## config.mk

```make
export PLATFORM = sky130hd
export DESIGN_NAME = mem_bus_arbiter_flat
export DESIGN_NICKNAME = d
export VERILOG_FILES = /design/src/rtl/mem_arb_pkg.sv /design/src/rtl/mem_bus_arbiter_if.sv /design/src/rtl/mem_arb_counter.sv /design/src/rtl/mem_bus_arbiter.sv /design/src/flat_wrapper.sv
export SDC_FILE = /design/constraint.sdc
export NUM_CORES = 1
export LEC_CHECK = 0
export CAP_MARGIN = 40
export CORE_UTILIZATION = 38
export CTS_BUF_LIST = sky130_fd_sc_hd__clkbuf_8
export DETAILED_ROUTE_END_ITERATION = 12
export PLACE_DENSITY = 0.82
export RECOVER_POWER = 100
export SETUP_SLACK_MARGIN = 0.3
export SYNTH_ARGS = -nofsm -noshare
export SYNTH_HDL_FRONTEND = slang
export SYNTH_SLANG_ARGS = --single-unit
```

## constraint.sdc

```tcl
create_clock -name clk -period 2.15 [get_ports clk]
set_clock_uncertainty 0.05 [all_clocks]
set_input_delay 0.43 -clock clk [delete_from_list [all_inputs] [get_ports clk]]
set_output_delay 0.43 -clock clk [all_outputs]
set_load 0.01 [all_outputs]
```

## src/rtl/mem_arb_pkg.sv

```systemverilog
// Shared types and constants for the core/debug memory-port arbiter.
package mem_arb_pkg;

  typedef enum logic [1:0] {
    ST_IDLE   = 2'd0,
    ST_BUSY_C = 2'd1,
    ST_BUSY_D = 2'd2,
    ST_RESP   = 2'd3
  } arb_state_e;

  localparam logic [1:0] OWNER_IDLE  = 2'b00;
  localparam logic [1:0] OWNER_CORE  = 2'b01;
  localparam logic [1:0] OWNER_DEBUG = 2'b10;

  localparam logic [1:0] OP_SIZE_BYTE = 2'b00;
  localparam logic [1:0] OP_SIZE_HALF = 2'b01;
  localparam logic [1:0] OP_SIZE_WORD = 2'b10;

  localparam logic [2:0] FAULT_NONE = 3'd0;

  // Bits needed to hold values 0..max_val, never less than one.
  function automatic int cnt_width(input int max_val);
    return (max_val < 2) ? 1 : $clog2(max_val + 1);
  endfunction

endpackage

```

## src/rtl/mem_bus_arbiter_if.sv

```systemverilog
// Bundle of requester, response and downstream memory signals around the arbiter.
interface mem_bus_arbiter_if;
  import mem_arb_pkg::*;

  logic        c_req, c_is_write, c_is_unsigned, c_ack;
  logic [1:0]  c_op_size;
  logic [31:0] c_addr, c_wdata;

  logic        d_req, d_is_write, d_is_unsigned, d_ack;
  logic [1:0]  d_op_size;
  logic [31:0] d_addr, d_wdata;

  logic [31:0] rdata;
  logic [2:0]  fault_num;
  logic [1:0]  owner;

  logic        mem_req, mem_is_write, mem_is_unsigned, mem_ready;
  logic [1:0]  mem_op_size;
  logic [31:0] mem_addr, mem_wdata, mem_rdata;
  logic [2:0]  mem_fault_num;

  // Arbiter side: serves the two requesters and masters the memory port.
  modport slave (
    input  c_req, c_is_write, c_is_unsigned, c_op_size, c_addr, c_wdata,
    input  d_req, d_is_write, d_is_unsigned, d_op_size, d_addr, d_wdata,
    input  mem_ready, mem_rdata, mem_fault_num,
    output c_ack, d_ack, rdata, fault_num, owner,
    output mem_req, mem_is_write, mem_is_unsigned, mem_op_size, mem_addr, mem_wdata
  );

  // Environment side: requesters and the memory model.
  modport master (
    output c_req, c_is_write, c_is_unsigned, c_op_size, c_addr, c_wdata,
    output d_req, d_is_write, d_is_unsigned, d_op_size, d_addr, d_wdata,
    output mem_ready, mem_rdata, mem_fault_num,
    input  c_ack, d_ack, rdata, fault_num, owner,
    input  mem_req, mem_is_write, mem_is_unsigned, mem_op_size, mem_addr, mem_wdata
  );

endinterface

```

## src/rtl/mem_arb_counter.sv

```systemverilog
// Saturating up-counter with synchronous clear; reports when it sits at MAX.
module mem_arb_counter #(
  parameter int           W   = 4,
  parameter logic [W-1:0] MAX = {W{1'b1}}
) (
  input  logic clk,
  input  logic reset,
  input  logic i_clr,
  input  logic i_en,
  output logic o_sat
);

  logic [W-1:0] r_count;

  always_ff @(posedge clk) begin
    if (reset || i_clr) begin
      r_count <= '0;
    end else if (i_en && !o_sat) begin
      r_count <= r_count + W'(1);
    end
  end

  assign o_sat = (r_count == MAX);

endmodule

```

## src/rtl/mem_bus_arbiter.sv

```systemverilog
// Fixed-priority core/debug arbiter for the single memory port, with a
// starvation guard for the debug port and a downstream timeout.
module mem_bus_arbiter
  import mem_arb_pkg::*;
#(
  parameter int         MAX_STREAK     = 4,
  parameter int         TIMEOUT_CYCLES = 64,
  parameter logic [2:0] TIMEOUT_FAULT  = 3'd7
) (
  input  logic              clk,
  input  logic              reset,
  mem_bus_arbiter_if.slave  bus
);

  localparam int STREAK_W = cnt_width(MAX_STREAK);
  localparam int TO_W     = cnt_width(TIMEOUT_CYCLES);
  localparam logic [TO_W-1:0] TO_LAST = TO_W'((TIMEOUT_CYCLES == 0) ? 0 : TIMEOUT_CYCLES - 1);

  arb_state_e r_state;

  logic w_arb, w_grant_c, w_grant_d, w_streak_sat;
  logic w_busy, w_to_en, w_to_last, w_timeout;

  // Core wins unless the debug port has already waited MAX_STREAK core grants.
  assign w_arb     = (r_state == ST_IDLE);
  assign w_grant_c = w_arb && bus.c_req && (!bus.d_req || !w_streak_sat);
  assign w_grant_d = w_arb && bus.d_req && !w_grant_c;

  assign w_busy    = ((r_state == ST_BUSY_C) || (r_state == ST_BUSY_D)) && bus.mem_req;
  assign w_to_en   = w_busy && !bus.mem_ready && (TIMEOUT_CYCLES != 0);
  // The counter rests at TIMEOUT_CYCLES-1; one more idle wait is the abort.
  assign w_timeout = w_to_en && w_to_last;

  mem_arb_counter #(.W(STREAK_W), .MAX(STREAK_W'(MAX_STREAK))) u_streak (
    .clk   (clk),
    .reset (reset),
    .i_clr (w_arb && (!bus.d_req || w_grant_d)),
    .i_en  (w_grant_c && bus.d_req),
    .o_sat (w_streak_sat)
  );

  mem_arb_counter #(.W(TO_W), .MAX(TO_LAST)) u_timeout (
    .clk   (clk),
    .reset (reset),
    .i_clr (w_grant_c || w_grant_d),
    .i_en  (w_to_en),
    .o_sat (w_to_last)
  );

  always_ff @(posedge clk) begin
    if (reset) begin
      r_state             <= ST_IDLE;
      bus.c_ack           <= 1'b0;
      bus.d_ack           <= 1'b0;
      bus.rdata           <= '0;
      bus.fault_num       <= FAULT_NONE;
      bus.owner           <= OWNER_IDLE;
      bus.mem_req         <= 1'b0;
      bus.mem_is_write    <= 1'b0;
      bus.mem_is_unsigned <= 1'b0;
      bus.mem_op_size     <= '0;
      bus.mem_addr        <= '0;
      bus.mem_wdata       <= '0;
    end else begin
      bus.c_ack <= 1'b0;
      bus.d_ack <= 1'b0;
      case (r_state)
        ST_IDLE: begin
          if (w_grant_c) begin
            bus.mem_is_write    <= bus.c_is_write;
            bus.mem_is_unsigned <= bus.c_is_unsigned;
            bus.mem_op_size     <= bus.c_op_size;
            bus.mem_addr        <= bus.c_addr;
            bus.mem_wdata       <= bus.c_wdata;
            bus.mem_req         <= 1'b1;
            bus.owner           <= OWNER_CORE;
            r_state             <= ST_BUSY_C;
          end else if (w_grant_d) begin
            bus.mem_is_write    <= bus.d_is_write;
            bus.mem_is_unsigned <= bus.d_is_unsigned;
            bus.mem_op_size     <= bus.d_op_size;
            bus.mem_addr        <= bus.d_addr;
            bus.mem_wdata       <= bus.d_wdata;
            bus.mem_req         <= 1'b1;
            bus.owner           <= OWNER_DEBUG;
            r_state             <= ST_BUSY_D;
          end
        end
        ST_BUSY_C, ST_BUSY_D: begin
          if (bus.mem_ready || w_timeout) begin
            bus.mem_req   <= 1'b0;
            bus.rdata     <= bus.mem_ready ? bus.mem_rdata : '0;
            bus.fault_num <= bus.mem_ready ? bus.mem_fault_num : TIMEOUT_FAULT;
            bus.c_ack     <= (r_state == ST_BUSY_C);
            bus.d_ack     <= (r_state == ST_BUSY_D);
            r_state       <= ST_RESP;
          end
        end
        ST_RESP: begin
          bus.owner <= OWNER_IDLE;
          r_state   <= ST_IDLE;
        end
        default: r_state <= ST_IDLE;
      endcase
    end
  end

endmodule

```

## src/flat_wrapper.sv

```systemverilog
// flat-port wrapper written by rule: the top's interface ports become plain ports
module mem_bus_arbiter_flat import mem_arb_pkg::*;
#(
  parameter int         MAX_STREAK     = 4,
  parameter int         TIMEOUT_CYCLES = 64,
  parameter logic [2:0] TIMEOUT_FAULT  = 3'd7
)
  (clk, reset, bus_c_req, bus_c_is_write, bus_c_is_unsigned, bus_c_op_size, bus_c_addr, bus_c_wdata, bus_d_req, bus_d_is_write, bus_d_is_unsigned, bus_d_op_size, bus_d_addr, bus_d_wdata, bus_mem_ready, bus_mem_rdata, bus_mem_fault_num, bus_c_ack, bus_d_ack, bus_rdata, bus_fault_num, bus_owner, bus_mem_req, bus_mem_is_write, bus_mem_is_unsigned, bus_mem_op_size, bus_mem_addr, bus_mem_wdata);
  mem_bus_arbiter_if bus_i ();
  input  logic clk;
  input  logic reset;
  input wire logic [$bits(bus_i.c_req)-1:0] bus_c_req;
  input wire logic [$bits(bus_i.c_is_write)-1:0] bus_c_is_write;
  input wire logic [$bits(bus_i.c_is_unsigned)-1:0] bus_c_is_unsigned;
  input wire logic [$bits(bus_i.c_op_size)-1:0] bus_c_op_size;
  input wire logic [$bits(bus_i.c_addr)-1:0] bus_c_addr;
  input wire logic [$bits(bus_i.c_wdata)-1:0] bus_c_wdata;
  input wire logic [$bits(bus_i.d_req)-1:0] bus_d_req;
  input wire logic [$bits(bus_i.d_is_write)-1:0] bus_d_is_write;
  input wire logic [$bits(bus_i.d_is_unsigned)-1:0] bus_d_is_unsigned;
  input wire logic [$bits(bus_i.d_op_size)-1:0] bus_d_op_size;
  input wire logic [$bits(bus_i.d_addr)-1:0] bus_d_addr;
  input wire logic [$bits(bus_i.d_wdata)-1:0] bus_d_wdata;
  input wire logic [$bits(bus_i.mem_ready)-1:0] bus_mem_ready;
  input wire logic [$bits(bus_i.mem_rdata)-1:0] bus_mem_rdata;
  input wire logic [$bits(bus_i.mem_fault_num)-1:0] bus_mem_fault_num;
  output wire logic [$bits(bus_i.c_ack)-1:0] bus_c_ack;
  output wire logic [$bits(bus_i.d_ack)-1:0] bus_d_ack;
  output wire logic [$bits(bus_i.rdata)-1:0] bus_rdata;
  output wire logic [$bits(bus_i.fault_num)-1:0] bus_fault_num;
  output wire logic [$bits(bus_i.owner)-1:0] bus_owner;
  output wire logic [$bits(bus_i.mem_req)-1:0] bus_mem_req;
  output wire logic [$bits(bus_i.mem_is_write)-1:0] bus_mem_is_write;
  output wire logic [$bits(bus_i.mem_is_unsigned)-1:0] bus_mem_is_unsigned;
  output wire logic [$bits(bus_i.mem_op_size)-1:0] bus_mem_op_size;
  output wire logic [$bits(bus_i.mem_addr)-1:0] bus_mem_addr;
  output wire logic [$bits(bus_i.mem_wdata)-1:0] bus_mem_wdata;
  assign bus_i.c_req = bus_c_req;
  assign bus_i.c_is_write = bus_c_is_write;
  assign bus_i.c_is_unsigned = bus_c_is_unsigned;
  assign bus_i.c_op_size = bus_c_op_size;
  assign bus_i.c_addr = bus_c_addr;
  assign bus_i.c_wdata = bus_c_wdata;
  assign bus_i.d_req = bus_d_req;
  assign bus_i.d_is_write = bus_d_is_write;
  assign bus_i.d_is_unsigned = bus_d_is_unsigned;
  assign bus_i.d_op_size = bus_d_op_size;
  assign bus_i.d_addr = bus_d_addr;
  assign bus_i.d_wdata = bus_d_wdata;
  assign bus_i.mem_ready = bus_mem_ready;
  assign bus_i.mem_rdata = bus_mem_rdata;
  assign bus_i.mem_fault_num = bus_mem_fault_num;
  assign bus_c_ack = bus_i.c_ack;
  assign bus_d_ack = bus_i.d_ack;
  assign bus_rdata = bus_i.rdata;
  assign bus_fault_num = bus_i.fault_num;
  assign bus_owner = bus_i.owner;
  assign bus_mem_req = bus_i.mem_req;
  assign bus_mem_is_write = bus_i.mem_is_write;
  assign bus_mem_is_unsigned = bus_i.mem_is_unsigned;
  assign bus_mem_op_size = bus_i.mem_op_size;
  assign bus_mem_addr = bus_i.mem_addr;
  assign bus_mem_wdata = bus_i.mem_wdata;
  mem_bus_arbiter #(.MAX_STREAK(MAX_STREAK), .TIMEOUT_CYCLES(TIMEOUT_CYCLES), .TIMEOUT_FAULT(TIMEOUT_FAULT)) u_core (.clk(clk), .reset(reset), .bus(bus_i));
endmodule
```

==> impl_table.tex, run 1 <==
\begin{tabular}{lr}
\hline
Metric & Value \\
\hline
\multicolumn{2}{l}{\textbf{Final layout}} \\
\quad Diodes inserted & 0 \\
\quad Post-route cell area & 7800 µm² \\
\quad Number of non-filler instances in the completed layout & 869 \\
\quad Number of nets in the layout & about 900 \\
\quad Fraction of final layout cells sized beyond drive strength 1 & 0.0840 \\
\quad Layout Utilization & 0.683 \\
\quad Area growth from synthesis to layout & 75.1\% \\
\multicolumn{2}{l}{\textbf{Power and ir drop}} \\
\quad Worst vdd ir & about 0.67 mV \\
\quad Switching fraction of total power & 0.354 \\
\quad Leakage & $\sim$3.1 nW \\
\quad Relative contribution of the clock network to total power & 0.224 \\
\quad Gate power share & 0.406 \\
\quad Sw power & around 2.8 mW \\
\quad Portion of total power attributed to sequential cells & 0.370 \\
\quad Power Total & 7.95 mW \\
\quad Power per cell area & 1020 nW/µm² \\
\quad Cell Int Power & slightly above 5 mW \\
\multicolumn{2}{l}{\textbf{Placed design}} \\
\quad Placed Cells incl. Taps & about 830 \\
\quad Area after DPL & $\sim$7500 µm² \\
\quad DP Wirelength & about 11,000 µm \\
\quad Count of port buffers added during placement & around 280 \\
\quad Placer Congestion & roughly 0.79 \\
\quad Pre-CTS setup slack & between 20 and 30 ps \\
\multicolumn{2}{l}{\textbf{Critical path}} \\
\quad Capturing element type of the critical path & flop \\
\quad Endpoint of the most critical setup path & u\_core.u\_timeout.r\_count[5]\$\_SDFFE\_PP0P\_ \\
\quad Startpoint types & flop \\
\quad First element of the critical path & u\_core.r\_state[1]\$\_SDFFE\_PP0P\_ \\
\quad Cells on worst reg2reg path & 7 \\
\quad Total buffers and inverters traversed by the critical path & 2 \\
\quad Reg-to-Reg End & u\_core.u\_timeout.r\_count[5]\$\_SDFFE\_PP0P\_ \\
\quad Crit path max-delay family & simple AND/OR/NAND/NOR gates \\
\quad Crit path max fanout & 5 \\
\quad CP required & about 2500 ps \\
\quad Launching point of the worst reg2reg path & u\_core.r\_state[1]\$\_SDFFE\_PP0P\_ \\
\quad Slack of the worst reg-to-reg path & about 260 ps \\
\quad Cell with the largest stage delay on the worst path & or4\_1 \\
\quad Cell breakdown of the critical path & inv\_1, ha\_4, buf\_6, and3b\_1, o21ai\_2, or4\_1, a21oi\_2 \\
\quad CP Data Arrival Time & roughly 2200 ps \\
\quad Total number of cells along the worst setup path & 7 \\
\quad Largest incremental delay on the critical path & about 430 ps \\
\quad Category of the most critical setup path & reg -> reg \\
\multicolumn{2}{l}{\textbf{Timing}} \\
\quad Post-route clock period utilization & 0.877 \\
\quad Total count of max-transition violations in the final report & 0 \\
\quad Final-report setup violation count & 0 \\
\quad Final-layout setup total negative slack & 0 ps \\
\quad Slew HR & 0.712 \\
\quad Final hold violation count & 0 \\
\quad Post-layout worst setup margin & 264 ps \\
\quad Peak clock frequency supported by timing & 530 MHz \\
\quad Setup repair after global routing missed its margin & true \\
\quad Minimum clock period & between 1500 and 2000 ps \\
\quad Worst Tran Pin Value & 432 ps \\
\quad Hold slack & roughly 410 ps \\
\multicolumn{2}{l}{\textbf{GRT}} \\
\quad Global route overflow & 0 \\
\quad Global-route wire length before repair & roughly 22,000 µm \\
\quad Global-route usage over all layers & 0.233 \\
\quad Initial antenna violation count & 0 \\
\quad Largest net degree at the start of global routing & between 60 and 70 \\
\quad Via count of the first global-routing pass & about 4,500 \\
\multicolumn{2}{l}{\textbf{Synth}} \\
\quad Synth Flop Type & dfxtp\_1 \\
\quad Number of distinct standard cells referenced by the synthesized netlist & 41 \\
\quad FFs w/ async S/R, synth & 0 \\
\quad Proportion of synthesized chip area in sequential cells & 0.539 \\
\quad Number of instances in the synthesized netlist & around 430 \\
\quad Number of enable-type register cells in the synthesized netlist & 0 \\
\quad Most common library cells after synthesis & dfxtp\_1, nor2\_1, a222oi\_1 \\
\quad Cell types with the largest area share after synthesis & dfxtp\_1, a222oi\_1, nor2\_1, a22o\_1, buf\_2 \\
\quad Top cell type's share of synthesized area & 0.539 \\
\quad Combined area of all synthesized cells & around 4500 µm² \\
\quad Synth Register Bits & 120 \\
\quad Count of synthesis-stage warnings from yosys & 0 \\
\quad Synthesized area per cell & between 10 and 15 µm² \\
\quad Most area-hungry cell type in the Yosys netlist & dfxtp\_1 \\
\quad Synthesized net count & roughly 600 \\
\quad Cell with the most instances after synthesis & dfxtp\_1 \\
\multicolumn{2}{l}{\textbf{Job}} \\
\quad Max-cap violation count & 0 \\
\multicolumn{2}{l}{\textbf{Clock tree}} \\
\quad Later-pin clock latency in the skew report & 440 ps \\
\quad Htree depth & 4 \\
\quad Deepest clock path buffer count & 2 \\
\quad Clock transition at the registers of the reported paths & around 80 ps \\
\quad CTS tree & yes \\
\quad Hold-fix buffers, CTS & 0 \\
\quad CTS Sinks & 120 \\
\quad Number of CTS-inserted buffers & 17 \\
\quad Root buffer selected by CTS & clkbuf\_8 \\
\multicolumn{2}{l}{\textbf{Detailed routing}} \\
\quad First-pass iteration count of the detailed router & 8 \\
\quad \# DRC & 0 \\
\quad Vias after detailed routing & around 4,700 \\
\quad Total length of routed met2 wires & around 8000 µm \\
\quad Drt initial violations & between 500 and 600 \\
\quad Routed wirelength normalized by instance count & 18.0 µm \\
\quad Mean number of vias per cell & 5.46 \\
\quad Final Routed Wirelength & $\sim$16,000 µm \\
\quad Highest Signal Layer & met4 \\
\quad Antenna-violating nets left & 0 \\
\quad Met1 layer wirelength in the final routing & about 5700 µm \\
\quad Length of routed met3 wiring & around 1600 µm \\
\multicolumn{2}{l}{\textbf{Die}} \\
\quad Vert. Die Dim & approximately 110 µm \\
\quad Initial core utilization & 0.390 \\
\quad Die ar. & between 10,000 and 15,000 µm² \\
\quad Die extent in x & 110 µm \\
\quad Core Area & roughly 11,000 µm² \\
\quad Num rows & 39 \\
\quad Number of ports placed on the die boundary & around 280 \\
\multicolumn{2}{l}{\textbf{Hold path}} \\
\quad Depth of the worst hold-timing path & 3 \\
\quad Worst min-delay path class & in -> reg \\
\multicolumn{2}{l}{\textbf{Run status}} \\
\quad Status & completed \\
\hline
\end{tabular}
cell families after synthesis:
family | share of synthesized area
AO/OA/AOI/OAI | 0.265
XOR/XNOR | 0.00590
adder cells (fa/ha/maj) | 0.0225
buffers and inverters | 0.0461
flip-flops | 0.539
multiplexers | 0.0180
AND/OR/NAND/NOR | 0.103
placed cells by master (no fill, tap or decap), types with 4 or more instances in the layout:
cell             count
a21oi_1             12
a222oi_1            63
a22o_1              32
buf_12               4
buf_4               12
clkbuf_1            18
clkbuf_8            18
clkdlybuf4s25_1     37
clkdlybuf4s50_1    173
clkinv_4             4
clkinvlp_4           6
dfxtp_1            119
dlygate4sd2_1        5
dlygate4sd3_1       52
ha_1                 7
inv_1                6
mux2i_1              8
nand2_1             12
nor2_1              77
o21ai_0             10
power by group through the flow:
stage / logic, mW / clock network (mW) / registers (mW)
CTS: 3.44 / 1.81 / 2.94
finish: 3.23 / 1.78 / 2.94
detailed placement: 3.31 / 0 / 2.98
global route: 3.49 / 1.91 / 2.99
global placement: 3.20 / 0 / 2.96
floorplan: 1.45 / 0 / 3.16
metal layers:
metal,vias up,track usage
li1,2232,-
met1,2250,0.242
met2,240,0.421
met3,24,0.0835
met4,0,0.102
met5,-,0
how the worst min path moves through the flow:
stage               slack [ps]                                startpoint                                  endpoint
finish                     410                                     reset         u_core.bus.rdata[23]$_SDFFE_PP0P_
CTS                        390                                     reset         u_core.bus.rdata[23]$_SDFFE_PP0P_
global placement           380  u_core.u_timeout.r_count[6]$_SDFFE_PP0P_  u_core.u_timeout.r_count[6]$_SDFFE_PP0P_
detailed placement         410         u_core.bus.rdata[31]$_SDFFE_PP0P_         u_core.bus.rdata[31]$_SDFFE_PP0P_
global route               420                                     reset         u_core.bus.rdata[25]$_SDFFE_PP0P_
floorplan                  370  u_core.u_timeout.r_count[6]$_SDFFE_PP0P_  u_core.u_timeout.r_count[6]$_SDFFE_PP0P_
state kept, by name (all words and copies together) (netlist names):
name	flops
u_core.bus.mem_req	1
u_core.bus.mem_is_write	1
u_core.bus.rdata	32
u_core.bus.fault_num	3
u_core.r_state	2
u_core.bus.mem_is_unsigned	1
u_core.u_timeout.r_count	7
u_core.bus.d_ack	1
u_core.bus.mem_addr	32
u_core.bus.mem_wdata	32
u_core.bus.c_ack	1
u_core.u_streak.r_count	3
u_core.bus.mem_op_size	2
u_core.bus.owner	2
cell type report:
class | instances | area (µm²)
fillers | 894 | 3620
repair buffers | 304 | 2940
flip-flops and latches | 120 | 2400
multi-input cells | 263 | 1900
clock buffers | 18 | 248
well taps | 143 | 179
clock inverters | 14 | 104
inverters | 7 | 26.3
tightest hold or removal path, stage by stage:
cell    delay [ps]
buf_2          100
nor2_2          90
a22o_1         230
what timing repair did:
action | CTS | global route
gates resized for setup | 9 | 58
endpoints found under the setup margin | 37 | 58
buffers inserted | 4 | 1
gates cloned | 0 | 0
pin swaps | 0 | 2
No activity file was read; power rests on OpenSTA's default activity.
==> inputs of run 2 (changes only) <==
--- a/config.mk
+++ b/config.mk
@@ -10,7 +10,6 @@
 export CTS_BUF_LIST = sky130_fd_sc_hd__clkbuf_8
 export DETAILED_ROUTE_END_ITERATION = 12
 export PLACE_DENSITY = 0.82
-export RECOVER_POWER = 100
 export SETUP_SLACK_MARGIN = 0.3
 export SYNTH_ARGS = -nofsm -noshare
 export SYNTH_HDL_FRONTEND = slang
==> run 2 against run 1 <==
  * Register-to-register slack better by 110 ps
  * Clock power about the same
  * Final area up 3.1%
  * Power up 2.3%
  * Critical path depth down 6
  * Non-clock buffer count unchanged
  * Utilization up 2.1 points
  * Global-route usage unchanged
  * Clock-buffer cell count unchanged
  * Sequential share of layout area down 0.91 points
  * Wire length down 0.25%
  * Highest routed layer unchanged
==> impl_table.tex, run 2 (same netlist as run 1, synthesis figures left out) <==
\begin{tabular}{lr}
\hline
Metric & Value \\
\hline
\multicolumn{2}{l}{\textbf{Final layout}} \\
\quad Most used cells in the layout excluding fill and tap cells & clkdlybuf4s50\_1, dfxtp\_1, nor2\_1 \\
\quad Layout Utilization & 0.704 \\
\quad Area growth from synthesis to layout & 80.5\% \\
\quad Most common cell after layout, fill and taps aside & clkdlybuf4s50\_1 \\
\quad Number of fillers in the final layout & 840 \\
\quad Fraction of final layout cells sized beyond drive strength 1 & 0.0937 \\
\quad Area used by multi-input combinational logic & $\sim$1900 µm² \\
\quad Largest registers & u\_core.bus.mem\_addr (32), u\_core.bus.mem\_wdata (32), u\_core.bus.rdata (32) \\
\quad Number of non-filler instances in the completed layout & just under 900 \\
\quad Number of nets in the layout & 897 \\
\quad Area used by sequential logic in the layout & roughly 2400 µm² \\
\quad Diodes inserted & 0 \\
\multicolumn{2}{l}{\textbf{Detailed routing}} \\
\quad Final Routed Wirelength & roughly 16,000 µm \\
\quad Vias after detailed routing & approximately 4,800 \\
\quad Antenna-violating nets left & 0 \\
\quad First-pass iteration count of the detailed router & 11 \\
\quad Mean number of vias per cell & 5.49 \\
\quad \# DRC & 0 \\
\quad Drt initial violations & approximately 560 \\
\quad Routed wirelength normalized by instance count & approximately 18 µm \\
\multicolumn{2}{l}{\textbf{GRT}} \\
\quad Via count of the first global-routing pass & roughly 4,500 \\
\quad Initial antenna violation count & 0 \\
\quad M3 GR Usage & 0.0835 \\
\quad Layer with the highest usage after global routing & met2 \\
\quad Global routing met1 resource utilization & 0.242 \\
\quad Largest net degree at the start of global routing & 64 \\
\quad Global route overflow & 0 \\
\quad Met2 Use GR & 0.421 \\
\quad Global-route wire length before repair & 21,600 µm \\
\quad Global-route usage over all layers & 0.233 \\
\multicolumn{2}{l}{\textbf{Clock tree}} \\
\quad Root buffer selected by CTS & clkbuf\_8 \\
\quad Number of CTS-inserted buffers & 17 \\
\quad CTS tree & yes \\
\quad Hold-fix buffers, CTS & 0 \\
\quad Later-pin clock latency in the skew report & $\sim$440 ps \\
\quad Deepest clock path buffer count & 2 \\
\quad Clock transition at the registers of the reported paths & $\sim$80 ps \\
\quad Htree depth & 4 \\
\quad CTS Sinks & 120 \\
\multicolumn{2}{l}{\textbf{Timing}} \\
\quad Setup repair after global routing missed its margin & true \\
\quad Minimum clock period & 1820 ps \\
\quad Final hold violation count & 0 \\
\quad Post-route clock period utilization & 0.847 \\
\quad Worst Tran Pin Value & between 400 and 500 ps \\
\quad Final-report setup violation count & 0 \\
\quad Peak clock frequency supported by timing & roughly 550 MHz \\
\quad Slew HR & 0.715 \\
\quad Total count of max-transition violations in the final report & 0 \\
\multicolumn{2}{l}{\textbf{Hold path}} \\
\quad Hold wc startpoint & reset \\
\quad Depth of the worst hold-timing path & 3 \\
\quad Worst min-delay path class & in -> reg \\
\multicolumn{2}{l}{\textbf{Die}} \\
\quad Num rows & 39 \\
\quad Vert. Die Dim & 110 µm \\
\quad Initial core utilization & 0.390 \\
\quad Number of ports placed on the die boundary & between 200 and 300 \\
\quad Die extent in x & 110 µm \\
\quad Die ar. & 12,200 µm² \\
\quad Core Area & about 11,000 µm² \\
\multicolumn{2}{l}{\textbf{Critical path}} \\
\quad Cell with the largest stage delay on the worst path & clkdlybuf4s50\_1 \\
\quad Launching point of the worst reg2reg path & u\_core.r\_state[1]\$\_SDFFE\_PP0P\_ \\
\quad Largest incremental delay on the critical path & roughly 560 ps \\
\quad CP required & around 1700 ps \\
\quad First element of the critical path & u\_core.bus.rdata[1]\$\_SDFFE\_PP0P\_ \\
\quad Startpoint types & flop \\
\quad Cell breakdown of the critical path & clkdlybuf4s50\_1 \\
\quad Total buffers and inverters traversed by the critical path & 1 \\
\quad Capturing element type of the critical path & output pin \\
\quad CP Data Arrival Time & approximately 1300 ps \\
\quad Cells on worst reg2reg path & 7 \\
\quad Total number of cells along the worst setup path & 1 \\
\quad Category of the most critical setup path & reg -> out \\
\quad Crit path max-delay family & buffers and inverters \\
\quad Crit path max fanout & 2 \\
\multicolumn{2}{l}{\textbf{Placed design}} \\
\quad DP Wirelength & 10,900 µm \\
\quad Placed Cells incl. Taps & $\sim$830 \\
\quad Count of port buffers added during placement & 283 \\
\quad Placer Congestion & about 0.79 \\
\multicolumn{2}{l}{\textbf{Power and ir drop}} \\
\quad Leakage & roughly 3.9 nW \\
\quad Power per cell area & slightly above 1000 nW/µm² \\
\quad Worst vdd ir & 0.689 mV \\
\multicolumn{2}{l}{\textbf{Run status}} \\
\quad Status & completed \\
\multicolumn{2}{l}{\textbf{Job}} \\
\quad Max-cap violation count & 0 \\
\hline
\end{tabular}
-- run 2: metal layers --
metal	vias to the layer above	wire length (µm)
met4	0	322
met2	234	8120
li1	2233	-
met3	28	1550
met1	2279	5610
met5	-	0
-- run 2: area by class of cell --
type,count,share of cell area
Clock buffer,18,0.0308
Clock inverter,14,0.0129
Inverter,7,0.00327
Multi-Input combinational cell,263,0.237
Sequential cell,120,0.299
Tap cell,143,0.0223
Timing Repair Buffer,304,0.394
-- run 2: repair_timing --
action / CTS / global route
buffers inserted: 4 / 1
gates cloned: 0 / 0
endpoints found under the setup margin: 37 / 58
pin swaps: 0 / 2
gates resized for setup: 9 / 58
-- run 2: worst paths after layout --
kind | endpoint | slack [ps]
worst max register to register | u_core.u_timeout.r_count[5]$_SDFFE_PP0P_ | 370
worst min-delay path | u_core.bus.rdata[23]$_SDFFE_PP0P_ | 420
worst max-delay path | bus_rdata[1] | 330
worst min register to register | u_core.bus.rdata[5]$_SDFFE_PP0P_ | 430
-- run 2: metrics by stage --
stage                     worst slack, ps  area, µm²  hold slack, ps  power (mW)  setup TNS (ps)
final                                 329       8040             416        8.13               0
after global routing                  271       8040             419        8.57               0
after CTS                             269       7890             389        8.19               0
after detailed placement             26.6       7490             407        6.28               0
after global placement               -102       7480             382        6.16           -3210
after floorplan                       437       4450             374        4.60               0
-- run 2: report_power, final --
| part | leakage [nW] | total (mW) | switching [mW] | internal (mW) |
|---|---|---|---|---|
| logic | 2.74 | 3.41 | 1.61 | 1.80 |
| clock network | 0.163 | 1.78 | 0.950 | 0.826 |
| registers | 0.984 | 2.94 | 0.257 | 2.69 |
